**src/rtl/iob_reg_rr_arbiter_pkg.sv**
```systemverilog
// Shared types and helpers for the round-robin holding-register arbiter.
package iob_reg_rr_arbiter_pkg;

    // Holding register occupancy.
    typedef enum logic {
        ST_EMPTY = 1'b0,
        ST_FULL  = 1'b1
    } state_e;

    // Width of a requester index: clog2(n), but never less than one bit.
    function automatic int id_width(input int n);
        return (n <= 2) ? 1 : $clog2(n);
    endfunction

    // Value loaded into the data and id registers on reset.
    localparam int unsigned DATA_RST_VAL = 0;

endpackage

```
**src/rtl/iob_reg_rr_arbiter_if.sv**
```systemverilog
// Requester-side and consumer-side handshake bundle for iob_reg_rr_arbiter.
interface iob_reg_rr_arbiter_if
    import iob_reg_rr_arbiter_pkg::*;
#(
    parameter int N_REQ  = 4,
    parameter int DATA_W = 21
);
    localparam int ID_W = id_width(N_REQ);

    logic [N_REQ-1:0]        req_valid_i;
    logic [N_REQ*DATA_W-1:0] req_data_i;
    logic [N_REQ-1:0]        req_ready_o;
    logic                    out_valid_o;
    logic [DATA_W-1:0]       out_data_o;
    logic [ID_W-1:0]         out_id_o;
    logic                    out_ready_i;
    logic                    busy_o;

    // Arbiter side.
    modport slave (
        input  req_valid_i, req_data_i, out_ready_i,
        output req_ready_o, out_valid_o, out_data_o, out_id_o, busy_o
    );

    // Producer/consumer side.
    modport master (
        output req_valid_i, req_data_i, out_ready_i,
        input  req_ready_o, out_valid_o, out_data_o, out_id_o, busy_o
    );
endinterface

```
**src/rtl/iob_reg_rr_arbiter_pick.sv**
```systemverilog
// Rotate-priority picker: first valid index at or after ptr_i, wrapping at N_REQ.
module iob_rr_pick
    import iob_reg_rr_arbiter_pkg::*;
#(
    parameter  int N_REQ = 4,
    localparam int ID_W  = id_width(N_REQ)
) (
    input  logic [N_REQ-1:0] valid_i,
    input  logic [ID_W-1:0]  ptr_i,
    output logic [N_REQ-1:0] grant_o,
    output logic [ID_W-1:0]  idx_o,
    output logic             any_o
);

    // Scan N_REQ positions starting at ptr_i; the explicit wrap keeps
    // non-power-of-2 requester counts from indexing past N_REQ-1.
    always_comb begin
        int k;
        // NOTE: every output gets a default before the loop, otherwise a
        // no-valid cycle would leave them unassigned and infer latches.
        grant_o = '0;
        idx_o   = '0;
        any_o   = 1'b0;
        k       = 0;
        for (int i = 0; i < N_REQ; i++) begin
            k = int'(ptr_i) + i;
            if (k >= N_REQ) k = k - N_REQ;
            if (!any_o && valid_i[k]) begin
                any_o      = 1'b1;
                grant_o[k] = 1'b1;
                idx_o      = ID_W'(k);
            end
        end
    end

endmodule

```
**src/rtl/iob_reg_rr_arbiter.sv**
```systemverilog
// Round-robin arbiter feeding one shared holding register with a valid/ready output.
module iob_reg_rr_arbiter
    import iob_reg_rr_arbiter_pkg::*;
#(
    parameter  int N_REQ  = 4,
    parameter  int DATA_W = 21,
    localparam int ID_W   = id_width(N_REQ)
) (
    input  logic                 clk_i,
    input  logic                 arst_n_i,
    input  logic                 cke_i,
    iob_reg_rr_arbiter_if.slave  bus
);

    state_e            state_q, state_d;
    logic [ID_W-1:0]   ptr_q, ptr_d;
    logic [DATA_W-1:0] data_q;
    logic [ID_W-1:0]   id_q;

    logic [N_REQ-1:0]  grant;
    logic [ID_W-1:0]   grant_idx;
    logic              any_valid;
    logic              load;
    logic              en;

    iob_rr_pick #(.N_REQ(N_REQ)) u_pick (
        .valid_i (bus.req_valid_i),
        .ptr_i   (ptr_q),
        .grant_o (grant),
        .idx_o   (grant_idx),
        .any_o   (any_valid)
    );

    // The register may take a new word when empty or draining this cycle;
    // gating with arst_n_i keeps every ready low while reset is held.
    assign load = cke_i & arst_n_i & ((state_q == ST_EMPTY) | bus.out_ready_i);
    assign en   = load & any_valid;

    // Occupancy and round-robin pointer next state; both hold unless loading.
    always_comb begin
        state_d = state_q;
        ptr_d   = ptr_q;
        if (load) begin
            state_d = any_valid ? ST_FULL : ST_EMPTY;
        end
        if (en) begin
            ptr_d = (grant_idx == ID_W'(N_REQ - 1)) ? '0 : grant_idx + 1'b1;
        end
    end

    // Control state register.
    always_ff @(posedge clk_i or negedge arst_n_i) begin
        if (!arst_n_i) begin
            state_q <= ST_EMPTY;
            ptr_q   <= '0;
        end else begin
            // NOTE: non-blocking assignments so every register samples the
            // pre-edge values regardless of statement order.
            state_q <= state_d;
            ptr_q   <= ptr_d;
        end
    end

    // Enable-gated holding register: data and id only change on a real grant.
    always_ff @(posedge clk_i or negedge arst_n_i) begin
        if (!arst_n_i) begin
            data_q <= DATA_W'(DATA_RST_VAL);
            id_q   <= '0;
        end else if (en) begin
            data_q <= bus.req_data_i[grant_idx*DATA_W +: DATA_W];
            id_q   <= grant_idx;
        end
    end

    assign bus.req_ready_o = load ? grant : '0;
    assign bus.out_valid_o = (state_q == ST_FULL);
    assign bus.out_data_o  = data_q;
    assign bus.out_id_o    = id_q;
    assign bus.busy_o      = (state_q == ST_FULL) | (|bus.req_valid_i);

endmodule

```
**src/flat_wrapper.sv**
```systemverilog
// flat-port wrapper written by rule: the top's interface ports become plain ports
module iob_reg_rr_arbiter_flat import iob_reg_rr_arbiter_pkg::*;
#(
    parameter  int N_REQ  = 4,
    parameter  int DATA_W = 21,
    localparam int ID_W   = id_width(N_REQ)
)
  (clk_i, arst_n_i, cke_i, bus_req_valid_i, bus_req_data_i, bus_out_ready_i, bus_req_ready_o, bus_out_valid_o, bus_out_data_o, bus_out_id_o, bus_busy_o);
  iob_reg_rr_arbiter_if #(.N_REQ(N_REQ), .DATA_W(DATA_W)) bus_i ();
  input  logic clk_i;
  input  logic arst_n_i;
  input  logic cke_i;
  input wire logic [$bits(bus_i.req_valid_i)-1:0] bus_req_valid_i;
  input wire logic [$bits(bus_i.req_data_i)-1:0] bus_req_data_i;
  input wire logic [$bits(bus_i.out_ready_i)-1:0] bus_out_ready_i;
  output wire logic [$bits(bus_i.req_ready_o)-1:0] bus_req_ready_o;
  output wire logic [$bits(bus_i.out_valid_o)-1:0] bus_out_valid_o;
  output wire logic [$bits(bus_i.out_data_o)-1:0] bus_out_data_o;
  output wire logic [$bits(bus_i.out_id_o)-1:0] bus_out_id_o;
  output wire logic [$bits(bus_i.busy_o)-1:0] bus_busy_o;
  assign bus_i.req_valid_i = bus_req_valid_i;
  assign bus_i.req_data_i = bus_req_data_i;
  assign bus_i.out_ready_i = bus_out_ready_i;
  assign bus_req_ready_o = bus_i.req_ready_o;
  assign bus_out_valid_o = bus_i.out_valid_o;
  assign bus_out_data_o = bus_i.out_data_o;
  assign bus_out_id_o = bus_i.out_id_o;
  assign bus_busy_o = bus_i.busy_o;
  iob_reg_rr_arbiter #(.N_REQ(N_REQ), .DATA_W(DATA_W)) u_core (.clk_i(clk_i), .arst_n_i(arst_n_i), .cke_i(cke_i), .bus(bus_i));
endmodule
```
**config.mk**
```make
export PLATFORM = sky130hd
export DESIGN_NAME = iob_reg_rr_arbiter_flat
export DESIGN_NICKNAME = d
export VERILOG_FILES = /design/src/rtl/iob_reg_rr_arbiter_pkg.sv /design/src/rtl/iob_reg_rr_arbiter_if.sv /design/src/rtl/iob_reg_rr_arbiter_pick.sv /design/src/rtl/iob_reg_rr_arbiter.sv /design/src/flat_wrapper.sv
export SDC_FILE = /design/constraint.sdc
export NUM_CORES = 1
export LEC_CHECK = 0
export CAP_MARGIN = 10
export CORE_ASPECT_RATIO = 0.9
export CORE_MARGIN = 5
export CORE_UTILIZATION = 44
export CTS_BUF_LIST = sky130_fd_sc_hd__clkbuf_4
export DETAILED_ROUTE_END_ITERATION = 12
export PLACE_DENSITY_LB_ADDON = 0.3
export SYNTH_ARGS = -nofsm -noshare
export SYNTH_HDL_FRONTEND = slang
export SYNTH_SLANG_ARGS = --single-unit
```
**constraint.sdc**
```tcl
create_clock -name clk_i -period 6.3 [get_ports clk_i]
set_input_delay 1.89 -clock clk_i [delete_from_list [all_inputs] [get_ports clk_i]]
set_output_delay 1.89 -clock clk_i [all_outputs]
set_load 0.02 [all_outputs]
```
==> results.cfg, run 1 <==
[clock_network]
postCtsSetupBuffers = 0
h-tree-depth = 1
cts_tree = built
clkTransAtPathRegs_ns = 0.14
cts-root-buf = clkbuf_4
cts_sinks = 26
cts_buffer_depth = 2
cts_buffers = 3
clkLatencyLatePin_ns = 0.33

[finish]
area_growth_pct = 55.33
final_cell_mix = clkdlybuf4s50_1, and2_1, nand2_1
fillers = 415
drive_gt1_frac = 0.1137
layout_commonest_cell = clkdlybuf4s50_1
fin_nets = 440
n_antenna_cell = 0

[pwr]
intPower_w = 0.0007605
p_sw_frac = 0.4930
power.switching_w = 0.0007395
pwr-share-seq = 0.201
pwr-share-clk = 0.079
p_leak_nw = 1.329
power.density_nw_per_um2 = 433.1
vdd_drop_max_mv = 0.3501
combinationalPowerShare = 0.720

[synthesis]
synth_top_cell_by_area = dfrtp_1
syn_area_per_cell_um2 = 9.290
synth-simple-area-share = 0.2284
synth_fa_ha_area_frac = 0.02245
synth_mux_area_frac = 0.03984
synth_top_family_by_area = compound AO/OA/AOI/OAI gates
synth_compound_gate_area_share = 0.3451
yosysTopAreaCellShare = 0.2918
yosysSeqAreaShare = 0.2918
synth_warnings = 0
netlist_area_um2 = 2230
syn-num-nets = 336
synth_xor_area_frac = 0.003928
ys_ff_latch = 26
yosys-top-cells-area = dfrtp_1, a221oi_2, and2_1
synthDistinctLibCells = 29
synthCells = 240

[global_routing]
grt_pass1_wl_um = 11210
grt_usage = 0.2026
grt_pass1_vias = 2283
grt_max_degree = 51
grt.overflow.total = 0
antenna_found_initial = 0

[place]
place_ws_ns = 0.1544
io_buffers = 120
dp_hpwl_um = 4994
gp_congestion = 0.7527

[worst_setup_path]
critPathMaxStageDelay_ns = 0.60
crit_family = buffers and inverters
start_kind = input pin
reg2reg_depth = 8
critPathKind = input pin to primary output
crit_path_cell_trace = clkdlybuf4s50_1, mux4_2, nor2b_2, a22oi_1, nor2_1, a221oi_1, nor2_1, clkdlybuf4s50_1
cp_max_fo = 8
crit_slowest_cell = clkdlybuf4s50_1
cp.arrival_ns = 4.16
cp_num_buf_inv = 2
cp_num_cells = 8
crit_required_ns = 4.41
critical_path.endpoint_type = primary output

[min_path]
hold_depth = 2
hold_path.class = flip-flop to flip-flop

[die]
die_h_um = 77.53
ios = 121
dieWidth_um = 85.04
start_util = 0.4583
rows = 24
core_area_um2 = 4865
die-area_um2 = 6593

[sta]
finalHoldViolCount = 0
rsz0062_at_grt = no
tns_ns = 0
finalCriticalPeriod_ns = 6.048
hold_ws_ns = 0.4939
worst_pin_slew_ns = 1.105
finalCritPeriodShare = 0.9600
relSlewSlack = 0.2606
drv_slew = 0
setup_viol = 0
finalWorstSetupSlack_ns = 0.2521
fin_skew_ns = 0.01242
max_freq_mhz = 165.3

[routing]
ant_nets = 0
wl_per_cell_um = 16.87
num_vias = 2325
vias_per_cell = 5.699
routed_wl_um = 6882
dr.pass1.iters = 6
route.detailed.drc = 0
initialDrtViolationCount = 96

[job]
maxCapViolCount = 0

[outcome]
outcome = complete, no violations
power groups by stage:
stage	Sequential, W	Clock (W)	Combinational, W
3_5_place_dp	0.000306	0	0.00108
3_3_place_gp	0.000302	0	0.00107
2_1_floorplan	0.000380	0	0.000702
6_report	0.000302	0.000118	0.00108
5_1_grt	0.000315	0.000126	0.00117
4_1_cts	0.000303	0.000119	0.00108
repair_timing:
action	4_1_cts	5_1_grt
hold buffers	0	0
endpoints found under the setup margin	0	4
resized for setup	0	1
cells by family after synthesis:
family / Yosys count
AND/OR/NAND/NOR: 94
AO/OA/AOI/OAI: 81
buffers and inverters: 29
multiplexers: 5
XOR/XNOR: 1
adder cells (fa/ha/maj): 4
flip-flops: 26
through the flow:
| step | cell area (um^2) | total power (W) | instances | util |
|---|---|---|---|---|
| after floorplan | 2230 | 0.001082 | 240 | - |
| after global placement | 3408 | 0.001372 | 404 | 0.7006 |
| after detailed placement | 3408 | 0.001386 | 404 | 0.7006 |
| after CTS | 3461 | 0.001504 | 408 | 0.7114 |
| after global routing | 3463 | 0.001615 | 408 | 0.7119 |
| final | 3463 | 0.001500 | 408 | 0.7119 |
synth_stat cells:
cell	count
xnor2_1	1
ha_1	4
and2_4	1
o211ai_1	2
buf_2	5
and2_1	42
inv_1	3
or2_2	2
nor2_1	9
nor3b_1	3
buf_6	3
a22oi_1	4
o31ai_1	21
o21ai_0	6
a221oi_1	27
mux2_2	1
mux2i_1	1
nor3_1	2
a211oi_1	2
mux4_2	3
or4_4	1
and3b_1	2
dfrtp_1	26
a221oi_2	19
nor2b_1	2
clkbuf_1	14
buf_4	4
nand2_2	2
nand2_1	28
final timing paths:
| check | start | end | slack (ns) |
|---|---|---|---|
| worst max-delay path | bus_req_valid_i[2] | bus_req_ready_o[3] | 0.25 |
| worst min-delay path | u_core.bus.out_data_o[18] | u_core.bus.out_data_o[18] | 0.49 |
| worst max register to register | u_core.ptr_q[0] | u_core.bus.out_data_o[17] | 3.03 |
| worst min register to register | u_core.bus.out_data_o[18] | u_core.bus.out_data_o[18] | 0.49 |
| max in group asynchronous | arst_n_i | u_core.ptr_q[0] | 4.07 |
| min in group asynchronous | arst_n_i | u_core.bus.out_data_o[20] | 1.97 |
registers in the layout (all words and copies together) (netlist names):
name / cells
u_core.ptr_q: 2
u_core.bus.out_data_o: 21
u_core.bus.out_id_o: 2
u_core.bus.out_valid_o: 1
worst min-delay path: stages, from the launching register on:
cell and delay [ns]:
dfrtp_1 0.37, nand2_1 0.05, o31ai_1 0.05
cell type report:
cell class	count	area [um^2]	share of cell area
Multi-Input combinational cell	185	1429	0.4126
Clock inverter	1	30.03	0.008671
Clock buffer	3	22.52	0.006503
Inverter	3	11.26	0.003251
Tap cell	65	81.33	0.02348
Sequential cell	26	650.6	0.1879
Timing Repair Buffer	125	1239	0.3577
layer usage:
layer | global-route usage | share of wire | vias to the layer above
met3 | 0.04873 | 0.070 | 10
met1 | 0.2507 | 0.41 | 1112
met2 | 0.3579 | 0.50 | 78
met4 | 0.04272 | 0.017 | 0
li1 | - | - | 1125
met5 | 0 | 0 | -
Power figures use the tool's default switching activity.
==> inputs of run 2 (changes only) <==
--- a/config.mk
+++ b/config.mk
@@ -8,9 +8,10 @@
 export CAP_MARGIN = 10
 export CORE_ASPECT_RATIO = 0.9
 export CORE_MARGIN = 5
-export CORE_UTILIZATION = 44
+export CORE_UTILIZATION = 54
 export CTS_BUF_LIST = sky130_fd_sc_hd__clkbuf_4
 export DETAILED_ROUTE_END_ITERATION = 12
+export DONT_BUFFER_PORTS = 1
 export PLACE_DENSITY_LB_ADDON = 0.3
 export SYNTH_ARGS = -nofsm -noshare
 export SYNTH_HDL_FRONTEND = slang
==> constraint.sdc (replaced) <==
create_clock -name clk_i -period 7.3 [get_ports clk_i]
set_input_delay 2.19 -clock clk_i [delete_from_list [all_inputs] [get_ports clk_i]]
set_output_delay 2.19 -clock clk_i [all_outputs]
set_load 0.02 [all_outputs]
==> run 2 against run 1 <==
Net effect: design area is 37% lower; critical path depth is 2 lower; hold slack improved by 0.16 ns; critical path type unchanged; largest cell class unchanged; highest routed layer unchanged.
==> results.cfg, run 2 (same netlist as run 1, synthesis figures left out) <==
[finish]
fillers = 388
largest_reg_flops = 21
n_antenna_cell = 0
final_area_um2 = 2178
final_cell_mix = and2_1, nand2_1, a221oi_1
area_growth_pct = -2.301
drive_gt1_frac = 0.1514
layout_commonest_cell = and2_1
fin_nets = 316
finalNonFillerCells = 266

[routing]
ant_nets = 0
route.detailed.drc = 0
initialDrtViolationCount = 86
routed_wl_um = 5657
dr.pass1.iters = 4
num_vias = 1829
wl_per_cell_um = 21.27
vias_per_cell = 6.876

[worst_setup_path]
cp.arrival_ns = 3.67
critPathMaxStageDelay_ns = 0.51
cp_max_fo = 8
critical_path.endpoint_type = primary output
crit_family = simple AND/OR/NAND/NOR gates
cp_num_buf_inv = 0
crit_path_cell_trace = mux4_2, nor2b_1, a22oi_1, nor2_1, a221oi_1, nor2_1
crit_required_ns = 5.11
r2r_slack_ns = 3.55
start_kind = input pin
crit_path_frequent_cell = nor2_1
crit_slowest_cell = mux4_2
critPathKind = input pin to primary output

[clock_network]
cts-root-buf = clkbuf_4
postCtsSetupBuffers = 0
cts_buffers = 3
clkLatencyLatePin_ns = 0.31
h-tree-depth = 1
clkTransAtPathRegs_ns = 0.14
cts_tree = built
post_cts_resized = 0
cts_sinks = 26
ctsHoldBuffers = 0
cts_buffer_depth = 2

[sta]
fin_skew_ns = 0.004920
setup_viol = 0
hold_ws_ns = 0.6508
finalCritPeriodShare = 0.8028
tns_ns = 0
finalHoldViolCount = 0
worst_pin_slew_ns = 1.011
max_freq_mhz = 170.6
finalCriticalPeriod_ns = 5.860
drv_slew = 0
rsz0062_at_grt = no
relSlewSlack = 0.3235

[die]
dieWidth_um = 77.73
ios = 121
die_h_um = 70.96
die-area_um2 = 5516
core_area_um2 = 4046
rows = 22
start_util = 0.5510

[place]
dp_hpwl_um = 4023
gp_congestion = 0.7766
io_buffers = 0
placed_cells = 263
place_area_um2 = 2156

[global_routing]
grt.overflow.total = 0
grt_max_degree = 51
grt_pass1_wl_um = 9094
grt_usage = 0.1968
antenna_found_initial = 0
grt_pass1_vias = 1813

[job]
maxCapViolCount = 0

[pwr]
p_leak_nw = 0.8306
power.total_w = 0.001063
vdd_drop_max_mv = 0.2202
power.density_nw_per_um2 = 488.0

[outcome]
outcome = complete, no violations

[min_path]
hold_path.class = flip-flop to flip-flop
run 2: changes by cell type in the layout (fill, tap and decap cells not counted):
cell,before,now
clkdlybuf4s50_1,120,0
buf_4,5,1
bufinv_16,1,0
nor2b_1,1,2
nor2b_2,1,0
run 2: per-stage QoR:
step	worst slack, ns	util
global route	1.298	0.5383
finish	1.440	0.5383
CTS	1.451	0.5383
global placement	1.524	0.5328
detailed placement	1.456	0.5328
floorplan	1.501	-
run 2: worst paths after layout:
check | from | to | depth (start not counted)
worst min register to register | u_core.bus.out_data_o[0] | u_core.bus.out_data_o[0] | 2
worst max register to register | u_core.ptr_q[0] | u_core.bus.out_data_o[16] | 9
min in group asynchronous | arst_n_i | u_core.bus.out_data_o[8] | 0
worst min-delay path | u_core.bus.out_data_o[0] | u_core.bus.out_data_o[0] | 2
worst max-delay path | bus_req_valid_i[2] | bus_req_ready_o[3] | 6
max in group asynchronous | arst_n_i | u_core.bus.out_data_o[11] | 0
run 2: worst min-delay path, stage by stage (launching register included):
cell and delay (ns):
dfrtp_1 0.49, nand2_1 0.07, o31ai_1 0.06
run 2: layer usage:
metal / track usage / vias up / wire length [um] / share of wire
met5: 0 / - / 0 / 0
met2: 0.3420 / 72 / 2855 / 0.50
met3: 0.05216 / 2 / 414 / 0.073
met1: 0.2472 / 879 / 2365 / 0.42
li1: - / 876 / - / -
met4: 0.03435 / 0 / 22 / 0.0039
run 2: layout make-up:
class	count	area, um^2	share of cell area
timing repair buffer	1	7.507	0.003446
tap	48	60.06	0.02757
inverter	3	11.26	0.005169
multi-input combinational	185	1426	0.6548
sequential	26	650.6	0.2987
clock buffer	3	22.52	0.01034
run 2: where the power goes:
group / internal [W] / switching (W) / leakage (nW)
sequential: 0.000209 / 0.000142 / 0.322
clock: 0.0000193 / 0.0000414 / 0.0138
combinational: 0.000242 / 0.000409 / 0.494
total: 0.000470 / 0.000593 / 0.831
==> RTL edit (config.mk and constraints of run 1) <==
`DATA_W` is set to 21 in 3 places; all go to 25.
--- a/src/rtl/iob_reg_rr_arbiter_if.sv
+++ b/src/rtl/iob_reg_rr_arbiter_if.sv
@@ -3,7 +3,7 @@
     import iob_reg_rr_arbiter_pkg::*;
 #(
     parameter int N_REQ  = 4,
-    parameter int DATA_W = 21
+    parameter int DATA_W = 25
 );
     localparam int ID_W = id_width(N_REQ);
 
--- a/src/rtl/iob_reg_rr_arbiter.sv
+++ b/src/rtl/iob_reg_rr_arbiter.sv
@@ -3,7 +3,7 @@
     import iob_reg_rr_arbiter_pkg::*;
 #(
     parameter  int N_REQ  = 4,
-    parameter  int DATA_W = 21,
+    parameter  int DATA_W = 25,
     localparam int ID_W   = id_width(N_REQ)
 ) (
     input  logic                 clk_i,
--- a/src/flat_wrapper.sv
+++ b/src/flat_wrapper.sv
@@ -2,7 +2,7 @@
 module iob_reg_rr_arbiter_flat import iob_reg_rr_arbiter_pkg::*;
 #(
     parameter  int N_REQ  = 4,
-    parameter  int DATA_W = 21,
+    parameter  int DATA_W = 25,
     localparam int ID_W   = id_width(N_REQ)
 )
   (clk_i, arst_n_i, cke_i, bus_req_valid_i, bus_req_data_i, bus_out_ready_i, bus_req_ready_o, bus_out_valid_o, bus_out_data_o, bus_out_id_o, bus_busy_o);
Interface: changed (resized bus_out_data_o and bus_req_data_i); port bits go from 121 to 141. No check against the original RTL was run, so the function may have changed too.
==> RTL edit against run 1 <==
Wire length is 23% higher; register-to-register slack lost 1.1 ns; sequential share of layout area increased by 0.56 points; sequential cell count up 4; global-route usage rose by 4.0 points; sequential power is 16% higher; clock skew increased by 0.00079 ns; area after synthesis up 7.0%; first-iteration DRC count up 110%; via count is 13% higher; setup slack got worse by 0.14 ns; total power grew 12%; critical endpoint is now bus_req_ready_o[2]; final area grew 12%.
==> RTL edit: results (changes against run 1) <==
Clock transition time at the flip-flop clock pins of the worst setup and hold paths -> 0.09 ns (-0.05 ns)
Global routing met3 resource utilization -> 6.605% (+1.7 points)
Smallest hold slack -> 0.5009 ns (+0.007035 ns)
Flip-flop count of the largest register, all copies and words added -> 25 (+19%)
FF-to-FF path depth -> 10 (+2)
Count of TritonRoute iterations in the first routing pass -> 4 (-2)
WHS Endpoint -> u_core.bus.out_id_o[0]$_DFFE_PN0P_
Final wirelength -> 8.480 mm (+23%)
Wire length on met1 -> 3.349 mm (+17%)
Proportion of layout cells with a drive suffix above 1 -> 13.30% (+1.9 points)
Arrival time worst endpoint -> 4.30 ns (+0.14 ns)
CP Capture Point -> bus_req_ready_o[2]
Skew final -> 0.01321 ns (+0.0007878 ns)
Gpl congestion -> 0.8307 (+10%)
Transition time of the tightest slew-check pin -> 1.101 ns (-0.003963 ns)
DRT iter0 DRCs -> 199 (+110%)
Via count of the first global-routing pass -> 2728 (+19%)
Met2 usage in global routing -> 42.17% (+6.4 points)
Run status -> complete, no violations
Detailed-placement wirelength estimate -> 6.311 mm (+26%)
Met3 wire length -> 812 um (+68%)
Vias -> 2633 (+13%)
Port Buffers -> 140 (+17%)
Largest net degree at the start of global routing -> 33 (-35%)
Depth of the CTS H-tree -> 2 (+1)
Endpoint of the worst-slack reg-to-reg timing path -> u_core.bus.out_data_o[7]$_DFFE_PN0P_
Ranking of synthesized cells by area -> sky130_fd_sc_hd__dfrtp_1, sky130_fd_sc_hd__mux2_4, sky130_fd_sc_hd__a221o_1
Routing usage on met1 -> 28.58% (+3.5 points)
Detailed-routed wire length on met2 -> 4.135 mm (+21%)
Static Leakage -> 1.545 nW (+16%)
Distinct cells, synth -> 34 (+17%)
Hold path start -> u_core.bus.out_id_o[0]$_DFFE_PN0P_
Total Nets Final -> 488 (+11%)
Worst ir drop on vdd -> 0.0002738 V (-22%)
Total track usage -> 24.28% (+4.0 points)
Global-route wire length before repair -> 13.38 mm (+19%)
Num CTS Buffers -> 5 (+2)
-- RTL edit: power breakdown --
part / switching (mW) / total [mW] / internal, mW / leakage [nW]
registers: 0.0712 / 0.351 / 0.280 / 0.373
logic: 0.608 / 1.21 / 0.601 / 1.14
clock network: 0.0645 / 0.115 / 0.0507 / 0.0322
total: 0.743 / 1.68 / 0.932 / 1.55
-- RTL edit: kinds of logic (layout without fill, tap and decap cells) --
group,count (synthesis),count (layout),share of synthesized area [%]
mux,29,29,17.88
fa+ha+maj,4,4,2.098
compound gates,95,95,29.78
xor+xnor,2,2,0.7343
simple gates,57,57,12.80
buf+inv,29,159,5.244
flops,30,30,31.46
-- RTL edit: metrics by stage --
stage | cell area [um2] | utilization (%) | setup WS, ns | std cells
floorplan | 2386 | - | 1.106 | 246
global placement | 3825 | 72.79 | 0.1638 | 436
detailed placement | 3825 | 72.79 | 0.1177 | 436
CTS | 3877 | 73.79 | 0.1179 | 443
global route | 3880 | 73.83 | 0.02334 | 443
finish | 3880 | 73.83 | 0.1099 | 443
-- RTL edit: critical path: stages --
cell and delay [ns]:
sky130_fd_sc_hd__clkdlybuf4s50_1 0.58, sky130_fd_sc_hd__or3b_2 0.46, sky130_fd_sc_hd__a2111o_1 0.38, sky130_fd_sc_hd__nand2_1 0.15, sky130_fd_sc_hd__a221oi_1 0.11, sky130_fd_sc_hd__nor2_1 0.11, sky130_fd_sc_hd__clkdlybuf4s50_1 0.62
-- RTL edit: area by class of cell --
cell class	instances	area [um2]
flip-flops and latches	30	750.7
well taps	67	83.83
repair buffers	147	1454
inverters	5	18.77
clock buffers	7	52.55
fillers	407	1375
multi-input cells	187	1520
